===== src/rtl/hci_core_per_apb_bridge.sv =====
// HCI core (peripheral branch) to APB3/APB4 bridge.
// Accepts one HCI request at a time, runs a SETUP/ACCESS APB transfer and
// returns the result as a single-cycle r_valid response.
// Optional feature: define HCI_APB_BRIDGE_TIMEOUT_EN to abort ACCESS phases
// that see no pready_i within TIMEOUT_CYCLES cycles.
module hci_core_per_apb_bridge #(
  parameter int AW             = 32,
  parameter int DW             = 32,
  parameter int TIMEOUT_CYCLES = 256
) (
  input  logic              clk_i,
  input  logic              rst_ni,
  input  logic              clear_i,
  // HCI slave side
  input  logic              slave_req_i,
  output logic              slave_gnt_o,
  input  logic [AW-1:0]     slave_add_i,
  input  logic              slave_wen_i,
  input  logic [DW-1:0]     slave_data_i,
  input  logic [DW/8-1:0]   slave_be_i,
  input  logic [15:0]       slave_boffs_i,
  input  logic              slave_lrdy_i,
  output logic              slave_r_valid_o,
  output logic [DW-1:0]     slave_r_data_o,
  output logic              slave_r_opc_o,
  // APB master side
  output logic [AW-1:0]     paddr_o,
  output logic              psel_o,
  output logic              penable_o,
  output logic              pwrite_o,
  output logic [DW-1:0]     pwdata_o,
  output logic [DW/8-1:0]   pstrb_o,
  input  logic [DW-1:0]     prdata_i,
  input  logic              pready_i,
  input  logic              pslverr_i
);

  typedef enum logic [1:0] {
    S_IDLE   = 2'd0,
    S_SETUP  = 2'd1,
    S_ACCESS = 2'd2,
    S_RESP   = 2'd3
  } state_e;

  state_e            r_state;
  state_e            w_state_fsm;
  state_e            w_state_nxt;

  logic [AW-1:0]     r_paddr,   w_paddr_nxt;
  logic              r_pwrite,  w_pwrite_nxt;
  logic [DW-1:0]     r_pwdata,  w_pwdata_nxt;
  logic [DW/8-1:0]   r_pstrb,   w_pstrb_nxt;
  logic              r_psel,    w_psel_nxt;
  logic              r_penable, w_penable_nxt;
  logic              r_rvalid,  w_rvalid_nxt;
  logic [DW-1:0]     r_rdata,   w_rdata_nxt;
  logic              r_ropc,    w_ropc_nxt;
  logic              w_gnt_fsm;

`ifdef HCI_APB_BRIDGE_TIMEOUT_EN
  localparam int CW = $clog2(TIMEOUT_CYCLES) + 1;
  localparam logic [CW-1:0] CNT_LAST = CW'(TIMEOUT_CYCLES - 1);
  localparam logic [DW-1:0] ERR_PATTERN = {(DW/32){32'hbadacce5}};
  logic [CW-1:0]     r_cnt, w_cnt_nxt;
`endif

  // Sideband fields the peripheral branch does not use; the TIMEOUT_CYCLES
  // term keeps the parameter referenced when the timeout is compiled out.
  logic w_unused;
  assign w_unused = ^{slave_boffs_i, slave_lrdy_i, (TIMEOUT_CYCLES >= 2)};

  // Next-state, capture and response decode; outputs are registered from these.
  always_comb begin
    w_state_fsm  = r_state;
    w_gnt_fsm    = 1'b0;
    w_paddr_nxt  = r_paddr;
    w_pwrite_nxt = r_pwrite;
    w_pwdata_nxt = r_pwdata;
    w_pstrb_nxt  = r_pstrb;
    w_rdata_nxt  = r_rdata;
    w_ropc_nxt   = r_ropc;
`ifdef HCI_APB_BRIDGE_TIMEOUT_EN
    w_cnt_nxt    = r_cnt;
`endif
    case (r_state)
      S_IDLE: begin
        w_gnt_fsm = slave_req_i;
        // A clear in the same cycle suppresses the capture as well as the grant.
        if (slave_req_i && !clear_i) begin
          w_paddr_nxt  = slave_add_i;
          w_pwrite_nxt = ~slave_wen_i;
          w_pwdata_nxt = slave_data_i;
          w_pstrb_nxt  = slave_be_i;
          w_state_fsm  = S_SETUP;
        end else begin
          w_state_fsm  = S_IDLE;
        end
      end
      S_SETUP: begin
        w_state_fsm = S_ACCESS;
`ifdef HCI_APB_BRIDGE_TIMEOUT_EN
        w_cnt_nxt   = '0;
`endif
      end
      S_ACCESS: begin
        if (pready_i) begin
          // Writes return zero data; the slave error is the response opcode.
          w_rdata_nxt = r_pwrite ? {DW{1'b0}} : prdata_i;
          w_ropc_nxt  = pslverr_i;
          w_state_fsm = S_RESP;
        end else begin
`ifdef HCI_APB_BRIDGE_TIMEOUT_EN
          if (r_cnt == CNT_LAST) begin
            w_rdata_nxt = ERR_PATTERN;
            w_ropc_nxt  = 1'b1;
            w_state_fsm = S_RESP;
          end else begin
            w_cnt_nxt   = r_cnt + CW'(1);
            w_state_fsm = S_ACCESS;
          end
`else
          w_state_fsm = S_ACCESS;
`endif
        end
      end
      S_RESP: begin
        w_state_fsm = S_IDLE;
      end
      default: begin
        w_state_fsm = S_IDLE;
      end
    endcase

    if (clear_i) begin
      w_state_nxt = S_IDLE;
    end else begin
      w_state_nxt = w_state_fsm;
    end

    w_psel_nxt    = (w_state_nxt == S_SETUP) || (w_state_nxt == S_ACCESS);
    w_penable_nxt = (w_state_nxt == S_ACCESS);
    w_rvalid_nxt  = (w_state_nxt == S_RESP);
  end

  // Grant only in IDLE, never during reset or a clear cycle.
  assign slave_gnt_o = w_gnt_fsm & rst_ni & ~clear_i;

  // State and registered output update with synchronous active-low reset.
  always_ff @(posedge clk_i) begin
    if (!rst_ni) begin
      r_state   <= S_IDLE;
      r_paddr   <= {AW{1'b0}};
      r_pwrite  <= 1'b0;
      r_pwdata  <= {DW{1'b0}};
      r_pstrb   <= {(DW/8){1'b0}};
      r_psel    <= 1'b0;
      r_penable <= 1'b0;
      r_rvalid  <= 1'b0;
      r_rdata   <= {DW{1'b0}};
      r_ropc    <= 1'b0;
`ifdef HCI_APB_BRIDGE_TIMEOUT_EN
      r_cnt     <= '0;
`endif
    end else begin
      r_state   <= w_state_nxt;
      r_paddr   <= w_paddr_nxt;
      r_pwrite  <= w_pwrite_nxt;
      r_pwdata  <= w_pwdata_nxt;
      r_pstrb   <= w_pstrb_nxt;
      r_psel    <= w_psel_nxt;
      r_penable <= w_penable_nxt;
      r_rvalid  <= w_rvalid_nxt;
      r_rdata   <= w_rdata_nxt;
      r_ropc    <= w_ropc_nxt;
`ifdef HCI_APB_BRIDGE_TIMEOUT_EN
      r_cnt     <= w_cnt_nxt;
`endif
    end
  end

  assign paddr_o         = r_paddr;
  assign pwrite_o        = r_pwrite;
  assign pwdata_o        = r_pwdata;
  assign pstrb_o         = r_pstrb;
  assign psel_o          = r_psel;
  assign penable_o       = r_penable;
  assign slave_r_valid_o = r_rvalid;
  assign slave_r_data_o  = r_rdata;
  assign slave_r_opc_o   = r_ropc;

endmodule


===== config.mk =====
export PLATFORM = sky130hd
export DESIGN_NAME = hci_core_per_apb_bridge
export DESIGN_NICKNAME = d
export VERILOG_FILES = /design/src/rtl/hci_core_per_apb_bridge.sv
export SDC_FILE = /design/constraint.sdc
export NUM_CORES = 1
export LEC_CHECK = 0
export CAP_MARGIN = 30
export CORE_MARGIN = 1.5
export CORE_UTILIZATION = 50
export DETAILED_ROUTE_END_ITERATION = 10
export DONT_BUFFER_PORTS = 1
export PLACE_DENSITY_LB_ADDON = 0.2
export RECOVER_POWER = 25
export SLEW_MARGIN = 20
export SYNTH_ARGS = -nofsm -noshare
export SYNTH_HDL_FRONTEND = slang
export SYNTH_SLANG_ARGS = --single-unit

===== constraint.sdc =====
create_clock -name clk_i -period 1.7 [get_ports clk_i]
set_input_delay 0.34 -clock clk_i [delete_from_list [all_inputs] [get_ports clk_i]]
set_output_delay 0.34 -clock clk_i [all_outputs]
set_load 0.005 [all_outputs]

==> run metrics <==
status completed; cell type with the largest total area after synthesis dfxtp_1; vias 3106; CP Capture Point slave_gnt_o; Vias/cell 5.50; Iter 0 DRT Violations 102; Critical Path End Type primary output; worst hold path class primary input to flip-flop; PortBufs 0; DIE HEIGHT 98.3 µm; Inst Count DP 549; total gr overflow 0; Antenna Violating Nets Remaining 0; First-pass DRT Iterations 4; CTS Root Cell clkbuf_8; WS Path Type flip-flop to primary output; DIE AREA 9650 µm²; gpl congestion 0.753; Critical R2R Capture pwdata_o[10]; initial antenna violation count 0; fmax 0.654 GHz; R2R Setup Slk 0.20 ns; largest net degree at the start of global routing 176; pwr dens 968 nW/µm²; EDFF count, synth 0; Setup Skew 0.0139 ns; Syn Nets 606; Final Critical Period 1.53 ns; Cell variety after synth 24; Inserted Diodes 0; most instantiated cells after synthesis nand2_1, dfxtp_1, mux2i_1; clk slew on worst S/H paths 0.11 ns; # setup viols final 0; cts hold-fix bufs 0; Worst setup SP type flip-flop; Die W 98.3 µm; CTS H-tree lvls 3; Finished Layout Cells 565; placed wire-length estimate 6.27 mm; register bit total from synthesis 107; number of global-route vias before repair 2991; FF-to-FF path depth 5; maximum vdd drop 0.000522 V; CTS tree done; area grow syn2layout 6.04%; ys flop type dfxtp_1; TritonCTS Sinks 107; period utilization 0.900; Syn Std Cell Area 4540 µm²; area of the multi-input gates 2180 µm²; setup TNS 0 ns; Syn Area/Cell 9.51 µm²; MaxCap Viol Count 0; clock buffer count from CTS 9; io pins 230; max-slew violation count 0; CP required 1.36 ns; fin area 4810 µm²; first-pass GRT wire length 14.6 mm; synth warn 0; Slew HR 0.809; Worst Tran Pin Value 0.287 ns; Crit path arrival time 1.19 ns; Reg2Reg Launch Point r_state[0]; Final Hold Vio Count 0; num rows 34; largest cells by area after synthesis dfxtp_1, mux2i_1, nand2_1, and4b_1, a21boi_0; Post-Route WL 9.33 mm; CP startpoint r_state[0]; top-count cell post-synth nand2_1; Initial Util 0.518; core area 8760 µm²; Total GRT Usage 0.184; Clock Path Buffers 2; Reg area 2140 µm²; Placed Area 4590 µm²; unrepaired setup endpoints after global routing no; setup bufs post-CTS 0; drc violations 0; crit-path max FO 3; CTS resizes 0; asr flop ratio synth 0; Nets 581; Mapped Cells 477; layout cells sized above 1 0.0547; fin util 0.549; clk_lat worst skew 0.35 ns; Leak Pwr 1.93 nW; Synth top area share 0.472; fill cell count 821; register area share after synthesis 0.472; Routed wire per std cell 16.5 µm
## kinds of logic (layout without fill, tap and decap cells)
group	count (synthesis)	after routing	share of synthesized area
flip-flops	107	107	0.472
AO/OA/AOI/OAI	70	70	0.115
adder cells (fa/ha/maj)	5	5	0.0138
buffers and inverters	46	26	0.0480
AND/OR/NAND/NOR	181	181	0.201
multiplexers	68	68	0.150
## cell type report
type,instances,share of cell area
multi-input combinational,324,0.453
sequential,107,0.445
tap,108,0.0281
clock buffer,9,0.0257
timing repair buffer,8,0.0255
clock inverter,7,0.0205
inverter,2,0.00156
## per-stage QoR
step | setup slack, ns | power, W | hold slack (ns)
after CTS | 0.159 | 0.00474 | 0.0866
after global routing | 0.125 | 0.00487 | 0.0778
after floorplan | 0.177 | 0.00302 | 0.451
after global placement | 0.272 | 0.00301 | 0.464
after detailed placement | 0.205 | 0.00303 | 0.470
final | 0.170 | 0.00466 | 0.112
## where the power goes
| part | internal [W] | switching, W |
|---|---|---|
| Clock | 0.000841 | 0.000855 |
| Sequential | 0.00260 | 0.0000757 |
| Combinational | 0.000150 | 0.000134 |
| Total | 0.00359 | 0.00106 |
## cell usage in the layout, fill, tap and decap left out
master	synthesis	layout
a21boi_0	33	33
a21o_1	1	1
a21oi_1	2	2
and2_1	3	3
and3_1	1	1
and3b_4	0	1
and4b_1	32	32
buf_12	0	5
buf_4	5	3
bufinv_16	0	2
clkbuf_8	0	9
clkinv_2	0	1
clkinv_4	0	1
clkinvlp_4	0	1
dfxtp_1	107	107
ha_1	5	5
inv_1	2	2
inv_6	0	2
mux2i_1	68	68
nand2_1	138	138
nand2b_1	1	1
nand3b_1	1	1
nand4b_1	1	1
nor2_1	1	1
nor2b_1	2	2
o211a_1	1	1
o21a_1	33	33
## worst min-delay path by stage
| stage | endpoint | cells after the start | startpoint |
|---|---|---|---|
| 2_1_floorplan | paddr_o[0] | 2 | paddr_o[0] |
| 3_3_place_gp | paddr_o[3] | 2 | paddr_o[3] |
| 3_5_place_dp | pwdata_o[23] | 2 | pwdata_o[23] |
| 4_1_cts | slave_r_opc_o | 1 | rst_ni |
| 5_1_grt | pwdata_o[16] | 2 | slave_data_i[16] |
| 6_report | pwdata_o[16] | 2 | slave_data_i[16] |
## worst max-delay path: stages (launching register included)
cell and delay [ns]:
dfxtp_1 0.31, inv_1 0.10, ha_1 0.21, nand2_1 0.06, nor2_1 0.17
## registers in the layout (all words and copies together), names as in the netlist
register	cells
pwrite_o	1
r_state	2
slave_r_data_o	32
slave_r_valid_o	1
paddr_o	32
slave_r_opc_o	1
psel_o	1
pstrb_o	4
penable_o	1
pwdata_o	32
## metal layers
layer  vias to the layer above  part of all wire  routed length [µm]  GRT usage
met1                      1390              0.41                3860      0.216
met5                         -                 0                   0          0
met3                        15              0.11                1030     0.0809
li1                       1561                 -                   -          -
met2                       140              0.46                4260      0.297
met4                         0             0.020                 186     0.0693
No activity file was read; power rests on OpenSTA's default activity.
